===== src/rtl/and2xn_skid_stage.sv =====
// Registered bitwise-AND stage with a valid/ready handshake, 2-entry skid buffer and a hit counter.
// Define AND2XN_HIT_SAT_EN to make hit_cnt saturate and to drive hit_sat.
module and2xn_skid_stage #(
    parameter int unsigned WIDTH = 2,
    parameter int unsigned CNT_W = 8
) (
    input  logic             CLK,
    input  logic             ASYNCRESET,
    input  logic [WIDTH-1:0] I0,
    input  logic [WIDTH-1:0] I1,
    input  logic             in_valid,
    output logic             in_ready,
    output logic [WIDTH-1:0] O,
    output logic             out_valid,
    input  logic             out_ready,
    output logic [CNT_W-1:0] hit_cnt,
    output logic             hit_sat
);

    logic [WIDTH-1:0] main_q, main_d;
    logic             main_valid_q, main_valid_d;
    logic [WIDTH-1:0] skid_q, skid_d;
    logic             skid_valid_q, skid_valid_d;
    logic             in_ready_q, in_ready_d;
    logic [CNT_W-1:0] hit_cnt_q, hit_cnt_d;
    logic             accept_c;
    logic             deliver_c;
    logic [WIDTH-1:0] and_c;

    assign and_c     = I0 & I1;
    assign accept_c  = in_valid & in_ready_q;
    assign deliver_c = main_valid_q & out_ready;

    // Storage and counter registers; in_ready is held low throughout reset.
    always_ff @(posedge CLK or posedge ASYNCRESET) begin
        if (ASYNCRESET) begin
            main_q       <= '0;
            main_valid_q <= 1'b0;
            skid_q       <= '0;
            skid_valid_q <= 1'b0;
            in_ready_q   <= 1'b0;
            hit_cnt_q    <= '0;
        end else begin
            main_q       <= main_d;
            main_valid_q <= main_valid_d;
            skid_q       <= skid_d;
            skid_valid_q <= skid_valid_d;
            in_ready_q   <= in_ready_d;
            hit_cnt_q    <= hit_cnt_d;
        end
    end

    // Next-state: skid refill on deliver, new data into main when it frees up.
    always_comb begin
        main_d       = main_q;
        main_valid_d = main_valid_q;
        skid_d       = skid_q;
        skid_valid_d = skid_valid_q;

        if (deliver_c) begin
            if (skid_valid_q) begin
                main_d       = skid_q;
                skid_valid_d = 1'b0;
            end else begin
                main_valid_d = 1'b0;
            end
        end

        // accept_c implies skid empty, so the skid branch above never collides
        if (accept_c) begin
            if (!main_valid_q || deliver_c) begin
                main_d       = and_c;
                main_valid_d = 1'b1;
            end else begin
                skid_d       = and_c;
                skid_valid_d = 1'b1;
            end
        end

        in_ready_d = !skid_valid_d;
    end

`ifdef AND2XN_HIT_SAT_EN
    localparam logic [CNT_W-1:0] CNT_MAX = {CNT_W{1'b1}};

    logic hit_sat_q, hit_sat_d;

    always_ff @(posedge CLK or posedge ASYNCRESET) begin
        if (ASYNCRESET) begin
            hit_sat_q <= 1'b0;
        end else begin
            hit_sat_q <= hit_sat_d;
        end
    end

    // Saturating hit counter with sticky saturation flag.
    always_comb begin
        hit_cnt_d = hit_cnt_q;
        if (deliver_c && (main_q != '0) && (hit_cnt_q != CNT_MAX)) begin
            hit_cnt_d = hit_cnt_q + CNT_W'(1);
        end
        hit_sat_d = hit_sat_q | (hit_cnt_d == CNT_MAX);
    end

    assign hit_sat = hit_sat_q;
`else
    // Wrapping hit counter.
    always_comb begin
        hit_cnt_d = hit_cnt_q;
        if (deliver_c && (main_q != '0)) begin
            hit_cnt_d = hit_cnt_q + CNT_W'(1);
        end
    end

    assign hit_sat = 1'b0;
`endif

    assign in_ready  = in_ready_q;
    assign O         = main_q;
    assign out_valid = main_valid_q;
    assign hit_cnt   = hit_cnt_q;

endmodule


===== config.mk =====
export PLATFORM = sky130hd
export DESIGN_NAME = and2xn_skid_stage
export DESIGN_NICKNAME = d
export VERILOG_FILES = /design/src/rtl/and2xn_skid_stage.sv
export SDC_FILE = /design/constraint.sdc
export NUM_CORES = 1
export LEC_CHECK = 0
export CAP_MARGIN = 20
export CORE_AREA = 2 2 47 49
export CTS_CLUSTER_DIAMETER = 40
export DETAILED_ROUTE_END_ITERATION = 10
export DIE_AREA = 0 0 49 51
export DONT_BUFFER_PORTS = 1
export GPL_TIMING_DRIVEN = 0
export SLEW_MARGIN = 20
export SYNTH_ARGS = -nofsm -noshare
export SYNTH_HDL_FRONTEND = slang
export SYNTH_SLANG_ARGS = --single-unit
export TNS_END_PERCENT = 10

===== constraint.sdc =====
create_clock -name CLK -period 1.7 [get_ports CLK]
set_clock_uncertainty 0.05 [all_clocks]
set_input_delay 0.17 -clock CLK [delete_from_list [all_inputs] [get_ports CLK]]
set_output_delay 0.17 -clock CLK [all_outputs]
set_load 0.005 [all_outputs]

==> impl_metrics.prom <==
# TYPE chip_impl_metric gauge
chip_impl_metric{name="wl",unit="mm"} 1.28
chip_impl_metric{name="synthXorXnorAreaFrac",unit=""} 0.0909
chip_impl_metric{name="arrival",unit="ps"} 1470
chip_impl_metric{name="drive_above_1_share",unit=""} 0.111
chip_impl_metric{name="crit_buf_inv",unit=""} 2
chip_impl_metric{name="grt_start_max_net_pins",unit=""} 16
chip_impl_metric{name="seq_area_frac_synth",unit=""} 0.557
chip_impl_metric{name="synth_nets",unit=""} 70
chip_impl_metric{name="insertion_delay",unit="ps"} 290
chip_impl_info{name="criticalPathCategory",value="primary input to register"} 1
chip_impl_metric{name="hold_viol",unit=""} 0
chip_impl_metric{name="final_core_utilization",unit=""} 0.391
chip_impl_info{name="final_common_cell",value="dfrtp_1"} 1
chip_impl_metric{name="wire_per_inst",unit="um"} 12.8
chip_impl_metric{name="synth-compound-area-share",unit=""} 0.0612
chip_impl_metric{name="boundary_pin_count",unit=""} 21
chip_impl_metric{name="syn-mean-instance-area",unit="um2"} 11.1
chip_impl_metric{name="finalInstanceArea",unit="um2"} 807
chip_impl_metric{name="drc_violations_left",unit=""} 0
chip_impl_metric{name="floorplan.initialDensity",unit=""} 0.327
chip_impl_info{name="layout_common_cells",value="dfrtp_1, nand2_1, dlygate4sd3_1"} 1
chip_impl_metric{name="grt_pass1_vias",unit=""} 455
chip_impl_metric{name="power_density_over_cell_area",unit="nW/um2"} 1400
chip_impl_metric{name="io_buffers",unit=""} 0
chip_impl_metric{name="yosys-mux-area-fraction",unit=""} 0.0761
chip_impl_info{name="main_combinational_cell_family_by_area_after_synthesis",value="simple AND/OR/NAND/NOR gates"} 1
chip_impl_metric{name="post_cts_gate_resize_count",unit=""} 0
chip_impl_metric{name="post-place-ws",unit="ps"} 394
chip_impl_info{name="critPathMostFrequentCell",value="dlygate4sd3_1"} 1
chip_impl_metric{name="worst_slew_margin_rel",unit=""} 0.607
chip_impl_metric{name="fill_cells",unit=""} 221
chip_impl_info{name="startpoint_type",value="primary input"} 1
chip_impl_metric{name="mappedNetlistArea",unit="um2"} 674
chip_impl_metric{name="timing_worst_slew_pin_value",unit="ps"} 589
chip_impl_info{name="ctsRootBufferMaster",value="clkbuf_4"} 1
chip_impl_info{name="clock_tree_from_tritoncts",value="built"} 1
chip_impl_metric{name="core-area",unit="um2"} 2060
chip_impl_metric{name="holdBufCountCts",unit=""} 7
chip_impl_metric{name="detailedRoute.firstPassIterationCount",unit=""} 4
chip_impl_metric{name="detailed_place_hpwl",unit="um"} 867
chip_impl_metric{name="min_period_over_period",unit=""} 0.775
chip_impl_metric{name="final-max-slew-violation-count",unit=""} 0
chip_impl_metric{name="dieHeight",unit="um"} 51
chip_impl_info{name="crit_slowest_cell",value="dlygate4sd3_1"} 1
chip_impl_metric{name="grt_usage",unit=""} 0.114
chip_impl_metric{name="synth_simple_gate_area_share",unit=""} 0.163
chip_impl_metric{name="ant_nets",unit=""} 0
chip_impl_metric{name="finalSetupViolCount",unit=""} 0
chip_impl_metric{name="per_cell_via_count_in_the_routed_design",unit=""} 4.91
chip_impl_metric{name="worst-endpoint-required",unit="ps"} 1860
chip_impl_info{name="rsz_0062_raised_after_global_routing",value="no"} 1
chip_impl_metric{name="grt_first_pass_wirelength",unit="mm"} 2.14
chip_impl_metric{name="globalplace.congestion",unit=""} 0.639
chip_impl_metric{name="cts.clk_slew.worst_paths",unit="ps"} 90
chip_impl_info{name="critical_path.top_delay_family",value="buffers and inverters"} 1
chip_impl_metric{name="core.rowCount",unit=""} 17
chip_impl_info{name="critical_path.cell_chain",value="dlygate4sd3_1, nand2_1, dlygate4sd3_1, mux2i_1"} 1
chip_impl_metric{name="gr-total-overflow",unit=""} 0
chip_impl_metric{name="synthesis.instances",unit=""} 61
chip_impl_metric{name="total_power",unit="mW"} 1.13
chip_impl_metric{name="dieArea",unit="um2"} 2500
chip_impl_metric{name="synth-adder-area-share",unit=""} 0.0186
chip_impl_metric{name="antennaDiodeCount",unit=""} 0
chip_impl_metric{name="finalSetupTns",unit="ps"} 0
chip_impl_metric{name="area_delta_synth_final",unit="%"} 19.7
chip_impl_info{name="worstHoldPathType",value="primary input to register"} 1
chip_impl_metric{name="clock_sinks",unit=""} 15
chip_impl_metric{name="dieWidth",unit="um"} 49
chip_impl_metric{name="cts.htree.levels",unit=""} 1
chip_impl_metric{name="initial_antenna_violation_count",unit=""} 0
chip_impl_metric{name="cts_setup_buffers",unit=""} 0
chip_impl_metric{name="worst-path-max-fanout",unit=""} 2
chip_impl_metric{name="tritoncts.num_buffers",unit=""} 3
chip_impl_metric{name="ys.warnings.count",unit=""} 0
chip_impl_metric{name="clock.fmax",unit="GHz"} 0.759
chip_impl_metric{name="area.sequential",unit="um2"} 375
chip_impl_metric{name="maxCapViolCount",unit=""} 0
chip_impl_metric{name="stdcell_count",unit=""} 100
chip_impl_metric{name="final_net_count",unit=""} 82
chip_impl_metric{name="placed_cell_area",unit="um2"} 709
chip_impl_metric{name="detail_route.iter0.violations",unit=""} 7
chip_impl_metric{name="clk_path_buf_depth",unit=""} 2
chip_impl_info{name="cp-end-kind",value="register"} 1
chip_impl_metric{name="finalWorstSetupSlack",unit="ps"} 383
chip_impl_metric{name="ys_seq_elements",unit=""} 15
chip_impl_metric{name="timing.hold.ws",unit="ps"} 11.7
chip_impl_metric{name="static-leakage-power",unit="nW"} 0.391
chip_impl_metric{name="synth_cell_types",unit=""} 19
chip_impl_metric{name="period_needed",unit="ps"} 1320
chip_impl_metric{name="dr_vias",unit=""} 491
chip_impl_metric{name="critPathMaxStageDelay",unit="ps"} 560
chip_impl_metric{name="max-vdd-ir-drop",unit="mV"} 0.656
chip_impl_info{name="run_status",value="complete, no violations"} 1
chip_impl_metric{name="multiInputGateArea",unit="um2"} 280
chip_impl_metric{name="placed_cells",unit=""} 89
==> cells in the mapped netlist <==
| library cell | number | area (um2) |
|---|---|---|
| a21oi_1 | 1 | 5.00 |
| mux2i_1 | 4 | 40.0 |
| ha_1 | 1 | 12.5 |
| conb_1 | 1 | 3.75 |
| o211ai_4 | 1 | 21.3 |
| xor2_1 | 6 | 52.6 |
| nand3_1 | 4 | 20.0 |
| xnor2_1 | 1 | 8.76 |
| mux2_2 | 1 | 11.3 |
| nor2_1 | 3 | 11.3 |
| dfrtp_1 | 15 | 375 |
| and2_1 | 1 | 6.26 |
| nor3_1 | 2 | 10.0 |
| nand4b_1 | 1 | 8.76 |
| nand2_1 | 11 | 41.3 |
| buf_4 | 1 | 7.51 |
| o21ai_0 | 3 | 15.0 |
| inv_1 | 3 | 11.3 |
| nor4_2 | 1 | 12.5 |
==> power by group <==
group / switching, mW / internal [mW] / leakage (nW)
sequential: 0.171 / 0.484 / 0.191
combinational: 0.131 / 0.133 / 0.182
clock: 0.120 / 0.0875 / 0.0177
total: 0.422 / 0.705 / 0.391
==> final timing paths <==
| path | slack [ps] | start | end | depth (start not counted) |
|---|---|---|---|---|
| worst max-delay path | 380 | I0[0] | O[0] | 4 |
| worst min-delay path | 10 | I0[1] | O[1] | 2 |
| worst max register to register | 390 | O[0] | hit_cnt[1] | 2 |
| worst min register to register | 440 | hit_cnt[7] | hit_cnt[7] | 1 |
| max in group asynchronous | 890 | ASYNCRESET | in_ready | 2 |
| min in group asynchronous | 320 | ASYNCRESET | hit_cnt[4] | 2 |
==> sequential cells by signal, summed over array words and instances, names as in the netlist <==
name	flops
hit_cnt	8
out_valid	1
in_ready	1
skid_valid_q	1
skid_q	2
O	2
==> cell families (layout without fill, tap and decap cells) <==
family / after synthesis / after routing
compound gates: 5 / 5
xor+xnor: 7 / 7
fa+ha+maj: 1 / 1
buf+inv: 4 / 15
flops: 15 / 15
mux: 5 / 5
other cells: 1 / 1
simple gates: 23 / 23
==> final cells by class <==
type / count / share of cell area
Sequential cell: 15 / 0.465
Multi-Input combinational cell: 42 / 0.347
Timing Repair Buffer: 7 / 0.0868
Tap cell: 28 / 0.0434
Clock buffer: 3 / 0.0279
Inverter: 3 / 0.0140
Buffer: 1 / 0.00930
Clock inverter: 1 / 0.00620
==> routing by layer <==
metal / GRT usage / vias to the layer above / part of all wire
met2: 0.174 / 30 / 0.47
li1: - / 222 / -
met3: 0.0819 / 0 / 0.13
met4: 0.0286 / 0 / 0
met1: 0.128 / 239 / 0.41
met5: 0 / - / 0
Power figures use the tool's default switching activity.
